==> src/rtl/hazard_forward_unit_if.sv <==
// ID-stage hazard/forwarding bus between the pipeline (master) and hazard_forward_unit (slave).
// stall_count is present only when HFU_STALL_CNT_EN is defined.
interface hazard_forward_unit_if;
    logic [4:0] id_ra;
    logic [4:0] id_rb;
    logic       id_ra_use;
    logic       id_rb_use;
    logic [4:0] id_rd;
    logic       id_rf_le;
    logic       id_load;
    logic       ex_jump;
    logic [1:0] fw_a_sel;
    logic [1:0] fw_b_sel;
    logic       nop_sel;
    logic       pc_le;
    logic       ifid_le;
    logic       squash;
`ifdef HFU_STALL_CNT_EN
    logic [15:0] stall_count;
`endif

    modport master (
        output id_ra, id_rb, id_ra_use, id_rb_use, id_rd, id_rf_le, id_load, ex_jump,
        input  fw_a_sel, fw_b_sel, nop_sel, pc_le, ifid_le, squash
`ifdef HFU_STALL_CNT_EN
        , input stall_count
`endif
    );

    modport slave (
        input  id_ra, id_rb, id_ra_use, id_rb_use, id_rd, id_rf_le, id_load, ex_jump,
        output fw_a_sel, fw_b_sel, nop_sel, pc_le, ifid_le, squash
`ifdef HFU_STALL_CNT_EN
        , output stall_count
`endif
    );
endinterface

==> src/rtl/hazard_forward_unit.sv <==
// Operand forwarding select and load-use / jump hazard control from a 3-entry shadow pipeline.
// Optional feature macro: HFU_STALL_CNT_EN adds a saturating load-use stall counter.
module hazard_forward_unit (
    input  logic             clk,
    input  logic             rst_n,
    hazard_forward_unit_if.slave bus
);
    localparam int unsigned REG_W = 5;
    localparam int unsigned SEL_W = 2;
    localparam int unsigned CNT_W = 16;

    localparam logic [SEL_W-1:0] SEL_RF  = 2'b00;
    localparam logic [SEL_W-1:0] SEL_EX  = 2'b01;
    localparam logic [SEL_W-1:0] SEL_MEM = 2'b10;
    localparam logic [SEL_W-1:0] SEL_WB  = 2'b11;

    typedef struct packed {
        logic [REG_W-1:0] rd;
        logic             we;
        logic             ld;
    } stage_t;

    stage_t ex_q, mem_q, wb_q;

    logic [SEL_W-1:0] fw_a_c, fw_b_c;
    logic             load_use_c;
    logic             jump_c;
    logic             nop_c;
    logic             squash_c;
    logic             stall_c;

    function automatic logic stage_hit(input stage_t st, input logic [REG_W-1:0] src);
        return st.we && (st.rd == src) && (src != REG_W'(0));
    endfunction

    // Youngest producer wins; unused sources always read the register file.
    function automatic logic [SEL_W-1:0] fwd_sel(input logic [REG_W-1:0] src, input logic use_src,
                                                 input stage_t ex, input stage_t mem, input stage_t wb);
        logic [SEL_W-1:0] sel;
        sel = SEL_RF;
        if (use_src) begin
            if (stage_hit(ex, src))       sel = SEL_EX;
            else if (stage_hit(mem, src)) sel = SEL_MEM;
            else if (stage_hit(wb, src))  sel = SEL_WB;
        end
        return sel;
    endfunction

    // Hazard decode; a jump in EX discards the ID instruction so its load-use hazard is moot.
    always_comb begin
        fw_a_c     = fwd_sel(bus.id_ra, bus.id_ra_use, ex_q, mem_q, wb_q);
        fw_b_c     = fwd_sel(bus.id_rb, bus.id_rb_use, ex_q, mem_q, wb_q);
        load_use_c = ex_q.ld && ((bus.id_ra_use && stage_hit(ex_q, bus.id_ra)) ||
                                 (bus.id_rb_use && stage_hit(ex_q, bus.id_rb)));
        jump_c     = bus.ex_jump && rst_n;
        stall_c    = load_use_c && !jump_c;
        squash_c   = jump_c;
        nop_c      = stall_c || jump_c;
    end

    assign bus.fw_a_sel = fw_a_c;
    assign bus.fw_b_sel = fw_b_c;
    assign bus.nop_sel  = nop_c;
    assign bus.squash   = squash_c;
    assign bus.pc_le    = !stall_c;
    assign bus.ifid_le  = !stall_c;

    // Shadow pipeline; a bubble enters EX whenever the NOP mux is forced.
    always_ff @(posedge clk or negedge rst_n) begin
        if (!rst_n) begin
            ex_q  <= '0;
            mem_q <= '0;
            wb_q  <= '0;
        end else begin
            wb_q     <= mem_q;
            mem_q    <= ex_q;
            ex_q.rd  <= bus.id_rd;
            ex_q.we  <= bus.id_rf_le && !nop_c;
            ex_q.ld  <= bus.id_load && !nop_c;
        end
    end

`ifdef HFU_STALL_CNT_EN
    logic [CNT_W-1:0] stall_cnt_q;

    // Saturating count of load-use stall cycles.
    always_ff @(posedge clk or negedge rst_n) begin
        if (!rst_n) begin
            stall_cnt_q <= '0;
        end else if (stall_c && (stall_cnt_q != {CNT_W{1'b1}})) begin
            stall_cnt_q <= stall_cnt_q + CNT_W'(1);
        end
    end

    assign bus.stall_count = stall_cnt_q;
`endif
endmodule

==> src/flat_wrapper.sv <==
// flat-port wrapper written by rule: the top's interface ports become plain ports
module hazard_forward_unit_flat 
  (clk, rst_n, bus_id_ra, bus_id_rb, bus_id_ra_use, bus_id_rb_use, bus_id_rd, bus_id_rf_le, bus_id_load, bus_ex_jump, bus_fw_a_sel, bus_fw_b_sel, bus_nop_sel, bus_pc_le, bus_ifid_le, bus_squash);
  hazard_forward_unit_if bus_i ();
  input  logic clk;
  input  logic rst_n;
  input wire logic [$bits(bus_i.id_ra)-1:0] bus_id_ra;
  input wire logic [$bits(bus_i.id_rb)-1:0] bus_id_rb;
  input wire logic [$bits(bus_i.id_ra_use)-1:0] bus_id_ra_use;
  input wire logic [$bits(bus_i.id_rb_use)-1:0] bus_id_rb_use;
  input wire logic [$bits(bus_i.id_rd)-1:0] bus_id_rd;
  input wire logic [$bits(bus_i.id_rf_le)-1:0] bus_id_rf_le;
  input wire logic [$bits(bus_i.id_load)-1:0] bus_id_load;
  input wire logic [$bits(bus_i.ex_jump)-1:0] bus_ex_jump;
  output wire logic [$bits(bus_i.fw_a_sel)-1:0] bus_fw_a_sel;
  output wire logic [$bits(bus_i.fw_b_sel)-1:0] bus_fw_b_sel;
  output wire logic [$bits(bus_i.nop_sel)-1:0] bus_nop_sel;
  output wire logic [$bits(bus_i.pc_le)-1:0] bus_pc_le;
  output wire logic [$bits(bus_i.ifid_le)-1:0] bus_ifid_le;
  output wire logic [$bits(bus_i.squash)-1:0] bus_squash;
  assign bus_i.id_ra = bus_id_ra;
  assign bus_i.id_rb = bus_id_rb;
  assign bus_i.id_ra_use = bus_id_ra_use;
  assign bus_i.id_rb_use = bus_id_rb_use;
  assign bus_i.id_rd = bus_id_rd;
  assign bus_i.id_rf_le = bus_id_rf_le;
  assign bus_i.id_load = bus_id_load;
  assign bus_i.ex_jump = bus_ex_jump;
  assign bus_fw_a_sel = bus_i.fw_a_sel;
  assign bus_fw_b_sel = bus_i.fw_b_sel;
  assign bus_nop_sel = bus_i.nop_sel;
  assign bus_pc_le = bus_i.pc_le;
  assign bus_ifid_le = bus_i.ifid_le;
  assign bus_squash = bus_i.squash;
  hazard_forward_unit u_core (.clk(clk), .rst_n(rst_n), .bus(bus_i));
endmodule
==> config.mk <==
export PLATFORM = sky130hd
export DESIGN_NAME = hazard_forward_unit_flat
export DESIGN_NICKNAME = d
export VERILOG_FILES = /design/src/rtl/hazard_forward_unit_if.sv /design/src/rtl/hazard_forward_unit.sv /design/src/flat_wrapper.sv
export SDC_FILE = /design/constraint.sdc
export NUM_CORES = 1
export LEC_CHECK = 0
export CORE_MARGIN = 5
export CORE_UTILIZATION = 49
export DETAILED_ROUTE_END_ITERATION = 8
export PLACE_DENSITY = 0.83
export SYNTH_ARGS = -nofsm -noshare
export SYNTH_HDL_FRONTEND = slang
export SYNTH_SLANG_ARGS = --single-unit
==> constraint.sdc <==
create_clock -name clk -period 4 [get_ports clk]
set_input_delay 0.8 -clock clk [delete_from_list [all_inputs] [get_ports clk]]
set_output_delay 0.8 -clock clk [all_outputs]
set_load 0.02 [all_outputs]
==> reports/metrics.csv, run 1 <==
metric,value,unit
outcome,finished clean,
drt_iter0_drc,17,
fin_crit_sh,96.15,%
wire_per_inst,15.29,um
fp.dieW,55.26,um
synth_area,1003,um2
postCtsHoldBufs,0,
fmax,260.0,MHz
port_buffers,29,
layout.nets,148,
dp_cells,148,
syn_avg_cell_area,10.91,um2
cts_tree,built,
slew_headroom,65.66,%
seq_area_frac_synth,47.38,%
cts_buffers,3,
cts-root-buf,clkbuf_4,
vdd_drop_max,249.6,uV
r2r_start,u_core.ex_q[6],
final.setup_skew,4.987,ps
layout-drive-gt1-share,8.800,%
initial_utilization,51.15,%
leakagePower,0.5127,nW
antennaDiodeCount,0,
ys_seq_elements,19,
vias,794,
dieArea,3053,um2
period_minus_slack,3846,ps
hp-class,reg -> reg,
clockBufferDepth,2,
drt_pre_antenna_iters,4,
core_area,1962,um2
cp.required,3200,ps
wl,2.324,mm
clock_latency,290,ps
place_area,1328,um2
gp_congestion,0.8731,
grt_overflow_total,0,
ant_nets,0,
cp-startpoint,bus_id_rb[1],
min_from,u_core.mem_q[1],
rows,16,
cts.clk_slew.worst_paths,100,ps
design_area,1364,um2
clock-sinks,19,
maxCapViolations,0,
cp_max_fo,5,
worstPathArrival,3050,ps
p_per_area,282.2,nW/um2
area_growth,35.91,%
final-instance-count-excl-fill,152,
final.fill_count,160,
dp_hpwl,1.869,mm
ioPinCount,30,
hold_viol,0,
finalSetupViolations,0,
via_per_inst,5.224,
grt_use_total,16.10,%
cts_max_level,1,
worstMarginPinSlew,502.1,ps
antenna_found_initial,0,
grt_pass1_vias,855,
syn_nets,114,
path_class,in -> out,
netlist_instances,92,
crit_path_start_kind,primary input,
grt_max_degree,20,
end_kind,output port,
utilization,69.52,%
drcViolationCount,0,
chipHeight,55.26,um
synthDistinctLibCells,22,
maxSlewViolCount,0,
ys.warnings.count,0,
grt_pass1_wl,3.898,mm
per-stage QoR:
stage / hold slack (ps) / power (W) / setup TNS [ps] / setup WS (ps)
3_3_place_gp: 392.0 / 0.0002932 / 0 / 167.8
6_report: 411.0 / 0.0003848 / 0 / 153.9
4_1_cts: 411.6 / 0.0003916 / 0 / 159.3
2_1_floorplan: 358.7 / 0.0002511 / 0 / 834.9
3_5_place_dp: 392.7 / 0.0002948 / 0 / 158.7
5_1_grt: 418.5 / 0.0004101 / -4.685 / -4.685
final timing paths:
path	slack [ps]	depth (start not counted)	end
min in group asynchronous	890	2	u_core.wb_q[6]
worst max register to register	2570	4	u_core.ex_q[0]
max in group asynchronous	2900	2	u_core.mem_q[1]
worst max-delay path	150	6	bus_ifid_le
worst min-delay path	410	0	u_core.wb_q[1]
worst min register to register	410	0	u_core.wb_q[1]
critical path, cell delays in order:
cell and delay [ps]:
clkdlybuf4s50_1 510, or4_1 570, nor2_2 190, nor4_2 100, o21ai_0 220, clkdlybuf4s50_1 660
routing by layer:
| metal | up-vias | share of wire [%] | global-route usage [%] |
|---|---|---|---|
| met3 | 4 | 3.8 | 4.196 |
| li1 | 385 | - | - |
| met2 | 14 | 52 | 27.53 |
| met5 | - | 0 | 0 |
| met4 | 0 | 1.3 | 7.292 |
| met1 | 391 | 43 | 18.70 |
area by class of cell:
cell class / count / area, um2 / area share, %
Sequential cell: 19 / 475.5 / 34.86
Clock inverter: 1 / 5.005 / 0.3670
Multi-Input combinational cell: 69 / 515.5 / 37.80
Timing Repair Buffer: 30 / 300.3 / 22.02
Inverter: 3 / 11.26 / 0.8257
Clock buffer: 3 / 22.52 / 1.651
Tap cell: 27 / 33.78 / 2.477
power breakdown:
group          leakage (nW)  total [W]  switching [W]  internal (W)
clock                0.0177  0.0000929      0.0000557     0.0000371
sequential            0.224   0.000213      0.0000106      0.000202
combinational         0.271  0.0000790      0.0000348     0.0000441
total                 0.513   0.000385       0.000101      0.000284
cells in the mapped netlist (all sizes together):
| cell type | count | share of area (%) |
|---|---|---|
| o21ai | 1 | 0.50 |
| buf | 1 | 0.75 |
| nor2 | 2 | 1.7 |
| o21a | 2 | 1.5 |
| inv | 3 | 1.1 |
| xor2 | 8 | 7.0 |
| nor3 | 4 | 2.0 |
| xnor2 | 22 | 19 |
| or4 | 2 | 1.9 |
| a211oi | 2 | 1.5 |
| nand3b | 2 | 1.5 |
| nor4 | 4 | 3.1 |
| nand2 | 9 | 3.4 |
| nand4 | 4 | 2.5 |
| or3 | 3 | 2.0 |
| dfrtp | 19 | 47 |
| and2 | 2 | 1.2 |
| a2111oi | 2 | 1.7 |
cells in the final DEF, fill, tap and decap left out:
master / n
or3_1: 2
o21a_1: 2
nor3_1: 4
clkdlybuf4s50_1: 28
buf_4: 1
dfrtp_1: 19
or4_1: 1
nand3b_1: 2
a211oi_1: 2
a2111oi_0: 2
dlymetal6s2s_1: 1
nand2_1: 9
nor4_1: 2
inv_1: 3
nor2_2: 1
and2_1: 2
clkbuf_4: 3
or3_2: 1
nor2_4: 1
xnor2_1: 22
o21ai_0: 1
nand4_1: 4
clkinv_2: 1
or4_4: 1
xor2_1: 8
nor4_2: 2
what timing repair did:
action	CTS	global route
resized for setup	0	2
setup buffers	0	0
hold endpoints to repair	0	0
endpoints found under the setup margin	0	3
cells by family after synthesis:
group	after synthesis	synth area share [%]
compound gates	7	5.236
xor+xnor	30	26.18
buf+inv	4	1.871
flops	19	47.38
simple gates	32	19.33
flip-flops by register name, indices dropped and copies added, names as in the netlist:
signal and cells:
u_core.ex_q 7, u_core.wb_q 6, u_core.mem_q 6
Note: power is estimated with default switching activity, not from simulation.
==> run 2: changes to the inputs <==
- CELL_PAD_IN_SITES_DETAIL_PLACEMENT: default -> 2
- CELL_PAD_IN_SITES_GLOBAL_PLACEMENT: default -> 2
- CORE_UTILIZATION: 49 -> 30
- PLACE_DENSITY: 0.83 -> default
- PLACE_DENSITY_LB_ADDON: default -> 0.1
==> reports/metrics.csv, run 2 (synthesized netlist as in run 1, its figures left out) <==
metric,value,unit,change
outcome,finished clean,,
r2r_slack,2560,ps,about the same
cts-root-buf,clkbuf_4,,
wire_per_inst,17.02,um,+11%
postCtsHoldBufs,0,,unchanged
worstPathArrival,3140,ps,+90 ps
dp_hpwl,2.361,mm,+26%
dp_cells,168,,+14%
design_area,1414,um2,+3.7%
clkPwrFrac,25.3,%,+1.2 points
antennaDiodeCount,0,,unchanged
wl,2.928,mm,+26%
regMostFlops,u_core.ex_q,,
crit_path_start_kind,primary input,,
final.setup_skew,4.579,ps,-0.4079 ps
drt_iter0_drc,27,,+10
p_per_area,280.5,nW/um2,-0.58%
path_class,in -> out,,
p_total,0.0003966,W,+3.1%
end_kind,output port,,
hold_viol,0,,unchanged
holdPathStages,0,,unchanged
place_area,1359,um2,+2.4%
cp_max_fo,5,,unchanged
pwr-share-seq,53.6,%,-1.7 points
period_minus_slack,3943,ps,+97.14 ps
ioPinCount,30,,unchanged
postCtsSetupBuffers,0,,unchanged
vdd_drop_max,157.8,uV,-37%
cts.clk_slew.worst_paths,110,ps,about the same
rows,21,,+5
slew_headroom,70.52,%,+4.9 points
grt_pass1_vias,967,,+13%
timing.reg2reg.worst_path_depth,4,,unchanged
grt_use_total,14.49,%,-1.6 points
final_common_cell,clkdlybuf4s50_1,,
top_regs,"u_core.ex_q x7, u_core.mem_q x6, u_core.wb_q x6",,
clock-sinks,19,,unchanged
mostFrequentLayoutCells,"clkdlybuf4s50_1, xnor2_1, dfrtp_1, nand2_1, xor2_1",,
initial_utilization,30.55,%,-21 points
clockBufferDepth,2,,unchanged
layout-drive-gt1-share,10.32,%,+1.5 points
layout.nets,149,,+0.68%
gp_congestion,0.7576,,-13%
hp-class,reg -> reg,,
r2r-end,u_core.ex_q[0],,
power.internal,0.0002853,W,+0.57%
maxCapViolations,0,,unchanged
cts_max_level,1,,unchanged
fp.dieW,67.84,um,+23%
drcViolationCount,0,,unchanged
grt_overflow_total,0,,unchanged
power.switching,0.0001114,W,+10%
ant_nets,0,,unchanged
grt_pass1_wl,4.843,mm,+24%
port_buffers,29,,unchanged
area_growth,40.90,%,
fin_crit_sh,98.58,%,+2.4 points
leakagePower,0.5600,nW,+9.2%
fmax,253.6,MHz,-2.5%
maxSlewViolCount,0,,unchanged
cp.required,3200,ps,about the same
chipHeight,67.84,um,+23%
utilization,43.05,%,-26 points
dieArea,4602,um2,+51%
finalSetupViolations,0,,unchanged
final-instance-count-excl-fill,172,,+13%
clock_latency,300,ps,about the same
core_area,3284,um2,+67%
via_per_inst,4.785,,-8.4%
r2r_start,u_core.ex_q[6],,
drt_pre_antenna_iters,3,,-1
vias,823,,+3.7%
min_from,u_core.mem_q[1],,
grt_max_degree,20,,unchanged
min_to,u_core.wb_q[1],,
largest_reg_flops,7,,unchanged
cts_buffers,3,,unchanged
antenna_found_initial,0,,unchanged
p_sw_share,28.08,%,+1.8 points
worstMarginPinSlew,431.1,ps,-70.94 ps
cts_tree,built,,
power_frac_comb,21.1,%,+0.6 points
==> run 2: cell types whose count changed in the layout (fill, tap and decap cells not counted) <==
cell | before | now
buf_4 | 1 | 2
clkdlybuf4s50_1 | 28 | 24
clkinv_2 | 1 | 0
clkinvlp_4 | 0 | 1
dlymetal6s2s_1 | 1 | 5
nor4_1 | 2 | 1
nor4_2 | 2 | 3
==> run 2: layout make-up <==
class / count / area [um2]
clock buffer: 3 / 22.52
clock inverter: 1 / 7.507
fill: 361 / 1871
inverter: 3 / 11.26
multi-input combinational: 69 / 521.8
sequential: 19 / 475.5
tap: 46 / 57.56
timing repair buffer: 31 / 317.8
==> run 2: worst max path at each step <==
stage,startpoint,to,slack [ps]
6_report,bus_id_rb[1],bus_nop_sel,60
5_1_grt,bus_id_rb[1],bus_nop_sel,-3
4_1_cts,bus_id_rb[1],bus_ifid_le,30
3_5_place_dp,bus_id_rb[0],bus_fw_b_sel[1],-0.5
3_3_place_gp,bus_id_rb[0],bus_fw_b_sel[1],80
2_1_floorplan,bus_id_rb[1],bus_pc_le,830
==> run 2: metal layers <==
layer	wire length [um]	part of all wire, %	up-vias	global-route usage [%]
met5	0	0	-	0
met4	0	0	0	4.467
met3	135	4.6	0	2.627
met2	1623	55	20	25.64
met1	1168	40	416	17.80
li1	-	-	387	-
==> run 2: per-stage QoR <==
step,TNS [ps],worst slack [ps],hold slack [ps]
after global placement,0,77.03,377.6
after detailed placement,-0.4519,-0.4519,372.2
after global routing,-2.503,-2.503,414.5
final,0,56.72,395.7
after floorplan,0,834.9,358.7
after CTS,0,26.58,398.8
==> run 2: repair_timing <==
action                                 in CTS  in global routing
setup endpoints to repair                   1                  5
gates cloned                                0                  0
gates resized for setup                     1                  6
endpoints found under the hold margin       0                  0
==> run 2: worst max-delay path, cell delays in order <==
cell	delay [ps]
clkdlybuf4s50_1	550
or4_1	590
nor2_2	220
nor4_2	120
or3_1	320
clkdlybuf4s50_1	550
==> run 2: power by group through the flow <==
stage	clock (W)	sequential (W)	combinational (W)
2_1_floorplan	0	0.000214	0.0000373
3_3_place_gp	0	0.000216	0.0000808
3_5_place_dp	0	0.000217	0.0000834
4_1_cts	0.000108	0.000213	0.0000850
5_1_grt	0.000116	0.000214	0.0000910
6_report	0.000101	0.000212	0.0000836
==> run 3: changes to the inputs <==
- CAP_MARGIN: default -> 30
==> results of run 3 <==
Same layout as run 2: the final DEF is identical, and so are final timing and power.
